**config.mk**
```make
export PLATFORM = sky130hd
export DESIGN_NAME = pc_ras_unit
export DESIGN_NICKNAME = d
export VERILOG_FILES = /design/src/rtl/pc_pkg.sv /design/src/rtl/ras_stack.sv /design/src/rtl/pc_ras_unit.sv
export SDC_FILE = /design/constraint.sdc
export NUM_CORES = 1
export LEC_CHECK = 0
export CAP_MARGIN = 20
export CORE_MARGIN = 4
export CORE_UTILIZATION = 39
export CTS_CLUSTER_DIAMETER = 30
export CTS_CLUSTER_SIZE = 40
export DETAILED_ROUTE_END_ITERATION = 8
export GPL_TIMING_DRIVEN = 0
export SLEW_MARGIN = 25
export SYNTH_ARGS = -nofsm -noshare
export SYNTH_HDL_FRONTEND = slang
export SYNTH_SLANG_ARGS = --single-unit
export TNS_END_PERCENT = 30
```
**constraint.sdc**
```tcl
create_clock -name clk -period 9.1 [get_ports clk]
set_input_delay 1.82 -clock clk [delete_from_list [all_inputs] [get_ports clk]]
set_output_delay 1.82 -clock clk [all_outputs]
set_load 0.01 [all_outputs]
```
**src/rtl/pc_pkg.sv**
```systemverilog
// Shared definitions for the PC / return-address-stack unit.
//   pc_op_e       : operation encoding on pc_op (unlisted codes act as HOLD)
//   INSTR_BYTES   : sequential PC increment / return-address offset
//   is_misaligned : true when a redirect target is not instruction aligned
package pc_pkg;

  typedef enum logic [2:0] {
    OP_SEQ    = 3'b000,
    OP_JUMP   = 3'b001,
    OP_BRANCH = 3'b010,
    OP_CALL   = 3'b011,
    OP_RET    = 3'b100,
    OP_HOLD   = 3'b101
  } pc_op_e;

  localparam int INSTR_BYTES = 4;

  function automatic logic is_misaligned(input logic [1:0] lsbs);
    return lsbs != 2'b00;
  endfunction

endpackage

```
**src/rtl/ras_stack.sv**
```systemverilog
// Circular LIFO return-address stack.
//   clk, rst    : clock, async active-high reset (count/pointer cleared)
//   push, pop   : one operation per cycle; push wins if both asserted;
//                 pop on an empty stack is ignored
//   push_data   : value written on push
//   top         : newest entry, 0 when empty
//   count       : number of valid entries (0..DEPTH)
//   ovf         : combinational, this cycle's push overwrites the oldest entry
module ras_stack #(
  parameter int XLEN  = 32,
  parameter int DEPTH = 4,
  localparam int PW   = $clog2(DEPTH),
  localparam int CW   = PW + 1
) (
  input  logic            clk,
  input  logic            rst,
  input  logic            push,
  input  logic            pop,
  input  logic [XLEN-1:0] push_data,
  output logic [XLEN-1:0] top,
  output logic [CW-1:0]   count,
  output logic            ovf
);

  logic [XLEN-1:0] mem [DEPTH];
  logic [PW-1:0]   wr_ptr;   // slot the next push writes
  logic [CW-1:0]   cnt;
  logic [PW-1:0]   top_idx;
  logic            full;

  assign full    = (cnt == CW'(DEPTH));
  assign top_idx = wr_ptr - PW'(1);
  assign top     = (cnt == '0) ? '0 : mem[top_idx];
  assign count   = cnt;
  assign ovf     = push && full;

  // When full, wr_ptr also points at the oldest entry, so a push there is
  // exactly the circular overwrite; the pointer wraps naturally (DEPTH is 2^n).
  always_ff @(posedge clk or posedge rst) begin
    if (rst) begin
      wr_ptr <= '0;
      cnt    <= '0;
      for (int i = 0; i < DEPTH; i++) mem[i] <= '0;
    end else if (push) begin
      mem[wr_ptr] <= push_data;
      wr_ptr      <= wr_ptr + PW'(1);
      if (!full) cnt <= cnt + CW'(1);
    end else if (pop && cnt != '0) begin
      wr_ptr <= wr_ptr - PW'(1);
      cnt    <= cnt - CW'(1);
    end
  end

endmodule

```
**src/rtl/pc_ras_unit.sv**
```systemverilog
// Program counter with return-address stack.
//   clk, rst     : clock, async active-high reset
//   stall        : hold all state, suppress pulses
//   pc_op        : SEQ/JUMP/BRANCH/CALL/RET/HOLD (pc_pkg::pc_op_e)
//   target_addr  : absolute target, or signed byte offset for BRANCH
//   pc_out       : current PC (register)
//   ras_top      : address the next RET would pop, 0 when empty
//   ras_count    : valid stack entries
//   ras_ovf      : pulse, a CALL overwrote the oldest stack entry
//   ras_unf      : pulse, RET on empty stack took target_addr
//   misalign     : pulse, redirect rejected because target bits[1:0] != 0
module pc_ras_unit
  import pc_pkg::*;
#(
  parameter int              XLEN         = 32,
  parameter logic [XLEN-1:0] RESET_VECTOR = '0,
  parameter int              RAS_DEPTH    = 4
) (
  input  logic                       clk,
  input  logic                       rst,
  input  logic                       stall,
  input  logic [2:0]                 pc_op,
  input  logic [XLEN-1:0]            target_addr,
  output logic [XLEN-1:0]            pc_out,
  output logic [XLEN-1:0]            ras_top,
  output logic [$clog2(RAS_DEPTH):0] ras_count,
  output logic                       ras_ovf,
  output logic                       ras_unf,
  output logic                       misalign
);

  logic [XLEN-1:0] pc_q, pc_nxt, cand, seq_pc;
  logic            push, pop, stack_ovf;
  logic            unf_nxt, mis_nxt;

  assign seq_pc = pc_q + XLEN'(INSTR_BYTES);

  ras_stack #(.XLEN(XLEN), .DEPTH(RAS_DEPTH)) u_ras (
    .clk       (clk),
    .rst       (rst),
    .push      (push),
    .pop       (pop),
    .push_data (seq_pc),
    .top       (ras_top),
    .count     (ras_count),
    .ovf       (stack_ovf)
  );

  // Redirect candidates are validated before anything is committed, so a
  // misaligned CALL never pushes and a misaligned fallback RET never flags unf.
  always_comb begin
    pc_nxt  = pc_q;
    cand    = target_addr;
    push    = 1'b0;
    pop     = 1'b0;
    unf_nxt = 1'b0;
    mis_nxt = 1'b0;
    if (!stall) begin
      case (pc_op)
        OP_SEQ: pc_nxt = seq_pc;
        OP_JUMP, OP_BRANCH: begin
          if (pc_op == OP_BRANCH) cand = pc_q + target_addr;  // two's-complement wrap
          if (is_misaligned(cand[1:0])) mis_nxt = 1'b1;
          else                          pc_nxt  = cand;
        end
        OP_CALL: begin
          if (is_misaligned(cand[1:0])) mis_nxt = 1'b1;
          else begin
            pc_nxt = cand;
            push   = 1'b1;
          end
        end
        OP_RET: begin
          if (ras_count != '0) begin
            pc_nxt = ras_top;
            pop    = 1'b1;
          end else if (is_misaligned(cand[1:0])) begin
            mis_nxt = 1'b1;
          end else begin
            pc_nxt  = cand;
            unf_nxt = 1'b1;
          end
        end
        default: ;
      endcase
    end
  end

  always_ff @(posedge clk or posedge rst) begin
    if (rst) begin
      pc_q     <= RESET_VECTOR;
      ras_ovf  <= 1'b0;
      ras_unf  <= 1'b0;
      misalign <= 1'b0;
    end else begin
      pc_q     <= pc_nxt;
      ras_ovf  <= stack_ovf;
      ras_unf  <= unf_nxt;
      misalign <= mis_nxt;
    end
  end

  assign pc_out = pc_q;

endmodule

```
## Word-level counts from Yosys, hierarchy flattened

Index checks and enable logic that the tools add are counted.

| word-level totals | value |
|---|---|
| register bits after elaboration | 168 |
| bits in latches | 0 |
| RAM bits | 0 |
| bits in read-only memories | 0 |
| input port bits | 38 |
| output and inout port bits | 70 |
| logic and storage cells | 75 |
| memories kept | 0 |

| cells by class | value |
|---|---|
| add/sub/neg operators | 6 |
| $mul | 0 |
| divide/modulo/power cells | 0 |
| order comparisons | 3 |
| equality and inequality tests | 7 |
| shift-type cells | 0 |
| mux-type cells | 33 |
| bitwise gates (word level) | 3 |
| reductions and logical operators | 13 |

Operator list:

| kind | number |
|---|---|
| two-way mux 32 bit | 10 |
| bitwise mux 128 bit | 1 |
| case mux 32 bit (4 select lines) | 1 |
| binary-select mux 32 bit (select 2 bit) | 1 |
| demux 32 bit (select 2 bit) | 1 |
| adder 32 x 3 -> 32 bit (second input constant) | 1 |
| adder 32 bit | 1 |
| two-way mux 1 bit | 13 |
| two-way mux 3 bit | 3 |
| equality test 3 x 2 -> 1 bit (second input constant) | 2 |
| equality test 3 bit (second input constant) | 2 |
| >= comparator 3 bit (second input constant) | 2 |
| logical NOT 3 bit | 2 |
| inverter 2 -> 3 bit | 2 |
| nonzero test 2 bit | 3 |
| two-way mux 2 bit | 2 |
| != test 2 bit (second input constant) | 2 |
| nonzero test 4 bit | 1 |
| adder 3 x 1 -> 3 bit (second input constant) | 1 |
| equality test 3 x 1 -> 1 bit (second input constant) | 1 |
| logical AND 1 bit | 3 |
| < comparator 3 x 1 -> 1 bit (second input constant) | 1 |
| case mux 1 bit (3 select lines) | 1 |
| AND reduction 3 bit | 1 |
| 7 further kinds | 7 |

## Longest topological paths before layout

| depth | value |
|---|---|
| depth in word-level cells | 8 |
| gate-level depth with buffers | 14 |
| gate-level depth less buffers | 11 |

## Modules after synthesis

From an unflattened synthesis, not the netlist that was laid out.

| second synthesis, totals | value |
|---|---|
| cells, all modules | 1055 |
| area, all modules | 11065.6 um^2 |

Modules (own cells, without submodules):

| module | times used | cells an instance | area an instance (um^2) | sequential area each (um^2) |
|---|---|---|---|---|
| ras_stack | 1 | 388 | 6158.4 | 3328.2 |
| pc_ras_unit | 1 | 667 | 4907.2 | 875.8 |

## Least setup slack after synthesis

OpenSTA, ideal clock, no wires.

| timing path | value |
|---|---|
| kind | reg-to-output |
| start | reg u_ras.wr_ptr[0] |
| end | out ras_top[0] |
| arrival time | 2691 ps |
| required time | 7280 ps |
| setup slack | 4589 ps |
| cell stages (with the launch flop) | 11 |
| path buffers | 6 |
| path through | dfrtp_1 > buf_2 > buf_2 > buf_4 > inv_1 > ha_1 > buf_2 > buf_2 > buf_1 > mux4_2 > nor2b_1 |

| between the ends | value |
|---|---|
| cells in the longest elaborated chain, start to end | 6 |

Ends and longest elaborated chain:

| what | RTL line | source |
|---|---|---|
| start: declaration | ras_stack.sv:26 | `logic [PW-1:0] wr_ptr;` |
| start signal: assignment | ras_stack.sv:46 | `wr_ptr <= wr_ptr + PW'(1);` |
| start signal: assignment | ras_stack.sv:49 | `wr_ptr <= wr_ptr - PW'(1);` |
| subtractor 2 x 1 -> 2 bit | ras_stack.sv:32 | `assign top_idx = wr_ptr - PW'(1);` |
| named net u_ras.top_idx[0] | ras_stack.sv:28 | `logic [PW-1:0] top_idx;` |
| inverter 2 -> 3 bit (not written as such) | ras_stack.sv:33 | `assign top = (cnt == '0) ? '0 : mem[top_idx];` |
| binary-select mux 32 bit (select 2 bit) | ras_stack.sv:33 |  |
| two-way mux 32 bit (not written as such) (2 in a row) | ras_stack.sv:33 |  |
| two-way mux 32 bit | ras_stack.sv:33 |  |
| end: declaration | pc_ras_unit.sv:25 | `output logic [XLEN-1:0] ras_top,` |

The timed path passes the listed nets, and every way through them passes these cells. The select of a mux whose other input is x is not followed.

## Worst setup path after layout

| timing path | value |
|---|---|
| start | reg u_ras.wr_ptr[0] |
| end | out ras_top[15] |

Same word-level chain as after synthesis.

==> results.toml <==
[timing]
rsz0062_at_grt = "no"
hold_viol_final = 0
finalMaxSlewViolations = 0
slew_headroom = 0.302
skew_ns = 0.0143
setup_viol = 0
clock.fmax_mhz = 150
setup_slack_ns = 2.45
worst_pin_slew_ns = 1.04
fin_tns_setup_ns = 0
period_minus_slack_ns = 6.65
finalCritPeriodShare = 0.731

[setup_path]
cp.arrival_ns = 4.83
critPathSlowestCell = "buf_1"
critPathRequiredTime_ns = 7.28
path_cells = "buf_2, buf_2, buf_4, inv_1, ha_1, buf_2, buf_2, buf_1, mux4_2, nor2b_1, clkdlybuf4s50_1"
critPathBufInv = 8
crit_path_start = "u_ras.wr_ptr[0]"
critical_path.top_delay_family = "buffers and inverters"
cpMostUsedCell = "buf_2"
end_kind = "output pin"
rr_worst_depth = 12
critPathKind = "flip-flop to output pin"
timing.rr.end = "pc_out[21]"
slowest_delay_ns = 0.70
path_max_fanout = 10
timing.rr.start = "u_ras.wr_ptr[0]"
regToRegSetupSlack_ns = 4.85
crit_path_start_kind = "flip-flop"

[global_route]
grt_antenna_before_repair = 0
grt_pass1_wl_um = 58500
grtUsageTotal = 0.250
grt-ovfl-total = 0
grt_max_degree = 90
grt_pass1_vias = 9815

[power_and_ir_drop]
internal-power_mw = 2.03
clockPowerShare = 0.209
p_comb_frac = 0.475
seqPwrFrac = 0.316
swShare = 0.419
p_leak_nw = 5.30
p_switching_mw = 1.47
total_power_mw = 3.50
peakVddDrop_mv = 0.107
p_per_area_nw_per_um2 = 274

[logic_synthesis]
postSynthAreaPerCell_um2 = 9.06
synth_edf_count = 0
netlist_instances = 1177
synth_top_flop_cell = "dfrtp_1"
syn-num-nets = 1253
async_flop_share = 1.00
synth_top_area_share = 0.394
synth.distinct_cells = 78
synth_top_area_cell = "dfrtp_1"
synth_warnings = 0
ys_top_cells_by_area = "dfrtp_1, o21ai_0, nand2_1"
synthesis.area_um2 = 10700
ys_ff_latch = 168
seq_area_frac_synth = 0.394

[placed_design]
port_buffers = 105
dp_slack_ns = 2.91
gp_congestion = 0.904
post_dp_cell_area_um2 = 12200
dp_hpwl_um = 28600

[min_path]
hp-start = "u_ras.mem[70]"
hold-path-endpoint = "u_ras.mem[70]"
hp-class = "flip-flop to flip-flop"
min_path_cells = 2

[cts]
clkTransAtPathRegs_ns = 0.07
cts_tree = "yes"
cts_resized = 0
clkLatencyLatePin_ns = 0.44
cts_buffers = 17
cts.sinks = 168
cts-root-buf = "clkbuf_16"
cts_max_path_buffers = 2
post-cts-setup-buffers = 0
holdBufCountCts = 0
cts.htree.levels = 4

[finish]
final_area_um2 = 12800
antenna_cells = 0
nets = 1378
drive_gt1_frac = 0.0806
area_delta_synth_final_pct = 19.6

[detailed_routing]
post_drt_wl_per_cell_um = 23.0
viasPerCell = 6.00
ant_nets = 0
routed_wl_um = 38000
drtIter0Drc = 852
num_vias = 9938
first_pass_iters = 6
route.detailed.drc = 0

[floorplan]
rows = 60
io_pins = 108
start_util = 0.396
dieArea_um2 = 30000
fp.dieH_um = 173
fp.dieW_um = 173
coreArea_um2 = 27000

[run_status]
status = "finished clean"

[run]
maxCapViolations = 0
==> area by class of cell <==
type                       count  area [µm²]
buffer                        77         318
clock buffer                  19         443
clock inverter                13         134
fill                        2599       14200
inverter                      23        93.8
multi-input combinational    909        6050
sequential                   168        4200
tap                          341         427
timing repair buffer         106        1080
==> sequential cells by signal, summed over array words and instances, names as in the netlist <==
register / flops
ras_ovf: 1
pc_out: 32
ras_unf: 1
misalign: 1
u_ras.wr_ptr: 2
u_ras.mem: 128
u_ras.count: 3
==> through the flow <==
stage	util	hold slack, ns	cells
3_3_place_gp	0.450	0.456	1623
2_1_floorplan	-	0.445	1177
5_1_grt	0.473	0.500	1656
6_report	0.473	0.475	1656
3_5_place_dp	0.452	0.466	1624
4_1_cts	0.473	0.481	1656
==> worst max-delay path by stage <==
stage | end | slack [ns] | cells after the start
after global placement | pc_out[22] | 0.14 | 2
final | ras_top[15] | 2.45 | 11
after global routing | ras_top[11] | 2.26 | 11
after floorplan | misalign | 2.73 | 1
after detailed placement | ras_top[15] | 2.91 | 11
after CTS | ras_top[15] | 2.43 | 11
==> worst min-delay path: stages (launching register included) <==
cell and delay, ns:
dfrtp_1 0.34, nand2_1 0.04, o21ai_0 0.06
==> power groups by stage <==
stage | combinational [mW] | clock, mW | sequential (mW)
6_report | 1.66 | 0.731 | 1.11
3_5_place_dp | 1.64 | 0 | 1.11
3_3_place_gp | 1.63 | 0 | 1.11
4_1_cts | 1.65 | 0.740 | 1.10
2_1_floorplan | 1.02 | 0 | 1.08
5_1_grt | 1.80 | 0.773 | 1.13
==> per-layer routing <==
layer / wire, µm / vias up / global-route usage
met5: 0 / - / 0
met2: 17700 / 439 / 0.401
met3: 2690 / 85 / 0.0410
met1: 16200 / 4881 / 0.341
li1: - / 4533 / -
met4: 1430 / 0 / 0.0934
==> cells by family after synthesis <==
group / share of synthesized area
mux: 0.0913
xor+xnor: 0.0427
flops: 0.394
fa+ha+maj: 0.0460
buf+inv: 0.0379
compound gates: 0.226
simple gates: 0.162
==> cells in the mapped netlist (6+ instances only) <==
| master | n |
|---|---|
| or3_1 | 6 |
| a22o_1 | 6 |
| mux2i_1 | 14 |
| inv_1 | 23 |
| nor2_1 | 38 |
| xor2_1 | 26 |
| nand3_1 | 22 |
| xnor2_1 | 26 |
| a221oi_1 | 10 |
| o22ai_1 | 13 |
| dfrtp_1 | 168 |
| a211oi_1 | 6 |
| nor2b_1 | 37 |
| and2_1 | 7 |
| nand4_1 | 8 |
| o211ai_1 | 7 |
| buf_2 | 11 |
| mux4_2 | 32 |
| o21ai_0 | 179 |
| mux2_2 | 10 |
| a21oi_1 | 74 |
| nand2_1 | 206 |
| nor3_1 | 17 |
| ha_1 | 36 |
| a31oi_1 | 9 |
| clkbuf_1 | 57 |
| o21a_1 | 10 |
| a21o_1 | 19 |
| a222oi_1 | 10 |
==> placed cells by master, fill, tap and decap left out, drive strengths merged, types with 30 or more instances in the layout <==
master / n
clkbuf: 76
mux4: 32
a21oi: 75
o21ai: 179
nand2: 206
nor2: 38
ha: 36
dfrtp: 168
inv: 30
clkdlybuf4s50: 105
nor2b: 37
(Power assumes the default switching activity.)
